--- src/rtl/toggle_counter.sv ---
// rtl/toggle_counter.sv - modulo-N up/down counter built on a bank of toggle flip-flops
//
// Ports:
//   Clock  rising-edge clock
//   Reset  synchronous active-high reset (highest priority)
//   En     count enable
//   Up     direction: 1 = increment, 0 = decrement
//   Load   synchronous parallel load (beats En)
//   D      load value; values >= MODULUS load as 0
//   Q      registered count, 0..MODULUS-1
//   T      combinational toggle mask applied at the next edge (Q_next = Q ^ T)
//   Tc     combinational terminal count, drives En of the next cascaded stage
//   Wrap   registered one-cycle pulse after a wrap-around edge

module toggle_counter #(
  parameter int WIDTH   = 4,
  parameter int MODULUS = 10
) (
  input  logic             Clock,
  input  logic             Reset,
  input  logic             En,
  input  logic             Up,
  input  logic             Load,
  input  logic [WIDTH-1:0] D,
  output logic [WIDTH-1:0] Q,
  output logic [WIDTH-1:0] T,
  output logic             Tc,
  output logic             Wrap
);

  // Terminal value of the up sequence, and MODULUS widened by one bit so
  // that MODULUS = 2^WIDTH still compares correctly against D.
  localparam logic [WIDTH-1:0] LAST    = WIDTH'(MODULUS - 1);
  localparam logic [WIDTH:0]   MOD_EXT = (WIDTH + 1)'(MODULUS);

  logic [WIDTH-1:0] up_ripple;
  logic [WIDTH-1:0] down_ripple;
  logic [WIDTH-1:0] up_mask;
  logic [WIDTH-1:0] down_mask;
  logic [WIDTH-1:0] count_mask;
  logic [WIDTH-1:0] load_value;
  logic             at_top;
  logic             at_zero;
  logic             load_ok;

  // Classic ripple-toggle equations: bit i toggles when every lower bit is 1
  // (counting up) or every lower bit is 0 (counting down). Bit 0 always
  // toggles. The running AND chains are built LSB first.
  always_comb begin : ripple
    logic ones_run;
    logic zeros_run;
    ones_run    = 1'b1;
    zeros_run   = 1'b1;
    up_ripple   = '0;
    down_ripple = '0;
    for (int i = 0; i < WIDTH; i++) begin
      up_ripple[i]   = ones_run;
      down_ripple[i] = zeros_run;
      ones_run       = ones_run & Q[i];
      zeros_run      = zeros_run & ~Q[i];
    end
  end

  assign at_top  = (Q == LAST);
  assign at_zero = (Q == '0);

  // Wrap overrides the ripple equations. Going up from LAST to 0 the mask is
  // Q itself; going down from 0 to LAST the mask is LAST. For a full binary
  // modulus these coincide with the ripple result, so no special case.
  assign up_mask    = at_top  ? Q    : up_ripple;
  assign down_mask  = at_zero ? LAST : down_ripple;
  assign count_mask = Up ? up_mask : down_mask;

  // Out-of-range load values collapse to 0 so Q never leaves 0..MODULUS-1.
  assign load_ok    = ({1'b0, D} < MOD_EXT);
  assign load_value = load_ok ? D : '0;

  // Toggle mask follows the Reset > Load > En priority; idle gives 0.
  always_comb begin
    T = '0;
    if (Reset) begin
      T = Q;
    end else if (Load) begin
      T = Q ^ load_value;
    end else if (En) begin
      T = count_mask;
    end
  end

  assign Tc = En & ~Load & ~Reset & (Up ? at_top : at_zero);

  // The reset branch assigns 0 directly rather than Q ^ Q so that an
  // unknown power-up state is cleared; the result is identical once Q is known.
  always_ff @(posedge Clock) begin
    if (Reset) begin
      Q    <= '0;
      Wrap <= 1'b0;
    end else begin
      Q    <= Q ^ T;
      Wrap <= Tc;
    end
  end

endmodule
--- config.mk ---
export PLATFORM = sky130hd
export DESIGN_NAME = toggle_counter
export DESIGN_NICKNAME = d
export VERILOG_FILES = /design/src/rtl/toggle_counter.sv
export SDC_FILE = /design/constraint.sdc
export NUM_CORES = 1
export LEC_CHECK = 0
export ABC_AREA = 1
export CAP_MARGIN = 20
export CORE_ASPECT_RATIO = 1.1
export CORE_MARGIN = 1.5
export CORE_UTILIZATION = 24
export DETAILED_ROUTE_END_ITERATION = 8
export GPL_ROUTABILITY_DRIVEN = 0
export PLACE_DENSITY = 0.57
export SYNTH_ARGS = -nofsm -noshare
export SYNTH_HDL_FRONTEND = slang
export SYNTH_SLANG_ARGS = --single-unit
--- constraint.sdc ---
create_clock -name Clock -period 2.5 [get_ports Clock]
set_clock_uncertainty 0.15 [all_clocks]
set_input_delay 0.5 -clock Clock [delete_from_list [all_inputs] [get_ports Clock]]
set_output_delay 0.5 -clock Clock [all_outputs]
set_load 0.02 [all_outputs]
* Word-level counts from Yosys, hierarchy flattened
Cells that the tools add are included.
** Word-level totals
- Register bits after elaboration :: 5
- Logic and storage cells :: 27
- Output and inout port bits :: 10
- Input bits :: 9
** Operators by class
- $lt $le $gt $ge :: 1
- Reductions and logical operators :: 1
- Muxes and demuxes :: 8
- Equal/unequal tests :: 1
- Bitwise gates (word level) :: 14
** Operator list (count)
- two-way mux 4 bit :: 7
- bitwise XOR 4 bit :: 2
- AND 1 bit :: 7
- inverter 1 bit :: 5
- equality test 4 bit (second input constant) :: 1
- logical NOT 4 bit :: 1
- less-than comparator 4 bit (second input constant) :: 1
- two-way mux 1 bit :: 1

* Logic depth before layout (Yosys ltp)
- Depth in word-level cells :: 9
- Gate-level depth with buffers :: 10
- Depth with buffers taken out :: 9

* Least setup slack after synthesis
No wires, ideal clock.
- Path type :: input -> output
- From :: in D[2]
- To :: out T[0]
- Data required time :: 1.850 ns
- Setup slack :: 0.582 ns
- Stages on the path :: 5
- Data arrival time :: 1.268 ns
- Path through :: o21ai_0 nand2_1 nand2_1 nand3_1 a31oi_1
** Between the ends
- Word-level cells in the longest chain between the ends :: 5
** Ends and longest elaborated chain
- start: declaration :: RTL line 24 : input logic [WIDTH-1:0] D,
- less-than comparator 4 bit :: RTL line 75 : assign load_ok = ({1'b0, D} < MOD_EXT);
- two-way mux 4 bit :: RTL line 76 : assign load_value = load_ok ? D : '0;
- bitwise XOR 4 bit :: RTL line 84 : T = Q ^ load_value;
- two-way mux 4 bit :: RTL line 83 : end else if (Load) begin
- two-way mux 4 bit :: RTL line 81 : if (Reset) begin
- end: declaration :: RTL line 26 : output logic [WIDTH-1:0] T,
No other way between the ends.

* Worst setup path in the final report
- From :: in Load
- To :: out Tc
** Between the ends
- Word-level cells in the longest chain between the ends :: 4
** Ends and longest elaborated chain
- start: declaration :: RTL line 23 : input logic Load,
- inverter 1 bit :: RTL line 90 : assign Tc = En & ~Load & ~Reset & (Up ? at_top : at_zero);
- AND 1 bit (3 in a row) :: RTL line 90
- end: declaration :: RTL line 27 : output logic Tc,
No other way between the ends.

==> impl_metrics.tcl <==
set metrics [dict create \
    endpoint_kind "primary output" \
    overflow 0 \
    clock-sinks 5 \
    nFillCells 240 \
    hold_violations 0 \
    rsz0062_at_grt "no" \
    drtIter0Drc 16 \
    worstHoldPathType "reg -> reg" \
    yosys_warnings 0 \
    final.setup.tns_ns 0 \
    drt_wl_total_um 1290 \
    p_leak_uw 0.000381 \
    power_per_cell_area_nw_per_um2 469 \
    nNetsFinal 120 \
    hold_ws_ns 0.426 \
    drc_errors 0 \
    grt_util_met1_pct 16.8 \
    synth_fp_nets 92 \
    die_h_um 51.6 \
    layout_common_cells "nand2_1, nand3_1, clkdlybuf4s50_1, inv_1, buf_4" \
    grt_max_degree 11 \
    drive_above_1_share_pct 27.3 \
    coreArea_sq_um 2020 \
    io_buffers 18 \
    syn_inst 83 \
    period_needed_ns 2.41 \
    syn_avg_cell_area_sq_um 6.21 \
    slew_headroom_pct 79.9 \
    cts_tree "done" \
    start_kind "input pin" \
    yosys.area.top_type "dfxtp_1" \
    grt-busiest-layer "met2" \
    areaGrowthSynthToFinish_pct 51.0 \
    cp_max_fo 6 \
    setup_viol 0 \
    grt_use_met2_pct 20.3 \
    cts_setup_buffers 0 \
    antenna_found_initial 0 \
    ys_seq_area_share_pct 19.4 \
    synthDistinctLibCells 19 \
    worst_slew_pin_slew_ns 0.302 \
    crit_required_ns 1.85 \
    cts_buffers 3 \
    dieArea_sq_um 2440 \
    maxCapViolations 0 \
    fin_crit_sh_pct 96.6 \
    syn_area_sq_um 515 \
    multi_input_area_sq_um 343 \
    fmax_mhz 414 \
    clk_latency_ns 0.24 \
    dr.pass1.iters 3 \
    grt_pass1_vias 571 \
    cts_hold_buf 0 \
    utilization_pct 38.5 \
    vias 620 \
    pin_count 19 \
    ctsHtreeMaxLevel 1 \
    ir_worst_vdd_uv 134 \
    use_met3_pct 2.08 \
    root_buffer "clkbuf_4" \
    hpwl_um 1070 \
    clk_path_buf_depth 2 \
    diodes 0 \
    synth_area_leaders "dfxtp_1, nand3_1, nand2_1" \
    final_area_sq_um 778 \
    status "completed" \
    fp.dieW_um 47.2 \
    ant_nets 0 \
    start_util_pct 25.5 \
    layout.area.seq_sq_um 100 \
    grt.total_usage_pct 13.3 \
    rows 17 \
    critPathKind "in -> out" \
    maxSlewViolCount 0 \
    route.detailed.wl_per_inst_um 9.32 \
    grt_pass1_wl_um 2320 \
    arrival_ns 1.76 \
    synth_top_area_share_pct 19.4 \
    vias_per_cell 4.49 \
    dpl-instance-area_sq_um 764 \
    synth-seq-cells 5 \
    clk_pin_slew_ns 0.04 \
]
## worst paths after layout
kind,end,startpoint,slack (ns),cells after the start
max,Tc,Load,0.09,6
min,Q[3],Q[3],0.43,2
max reg2reg,Q[1],Q[0],1.19,9
min reg2reg,Q[3],Q[3],0.43,2
## area by class of cell
cell class	instances	area share, %
flip-flops and latches	5	12.9
clock buffers	4	3.38
well taps	28	4.50
repair buffers	25	28.3
inverters	13	6.91
multi-input cells	63	44.1
## per-layer routing
metal,vias to the layer above,wire (um)
li1,334,-
met1,273,612
met2,11,605
met3,2,51
met4,0,17
met5,-,0
## synth_stat cells
cell	count
nand2_2	6
o21ai_0	3
nand2_1	15
inv_1	9
clkinv_4	1
nand3_2	3
o21ai_2	1
nor2_8	1
o211ai_1	2
a31oi_1	1
nor2_1	5
o21ai_1	5
buf_6	1
inv_2	3
a21oi_1	2
buf_4	1
nand4_1	4
dfxtp_1	5
nand3_1	15
## stage by stage
stage               total power [uW]  instances  worst slack [ns]
floorplan                        210         83             0.582
global placement                 282        134            -0.329
CTS                              374        138           0.00749
detailed placement               284        134            -0.350
global route                     401        138            0.0162
finish                           365        138            0.0854
## power by group
part	internal (uW)	total (uW)	switching, uW
sequential	89.3	107	18.2
combinational	72.8	167	94.2
clock	60.2	90.4	30.3
## worst max-delay path, stage by stage
cell and delay [ns]:
clkdlybuf4s50_1 0.40, buf_4 0.17, nor2_8 0.14, nand3_1 0.11
a21oi_1 0.13, clkdlybuf4s15_1 0.31
## sequential cells by signal, summed over array words and instances, names as in the netlist
register  flops
Wrap          1
Q             4
## repair_timing
item                       CTS  global route
gates resized for setup     13            11
setup endpoints to repair    5             5
pin swaps                    0             1
## kinds of logic (layout without fill, tap and decap cells)
group                  count (synthesis)  after routing  synth area share (%)
AND/OR/NAND/NOR                       49             49                  51.0
buffers and inverters                 15             42                  14.1
AO/OA/AOI/OAI                         14             14                  15.5
flip-flops                             5              5                  19.4
(Power assumes the default switching activity.)
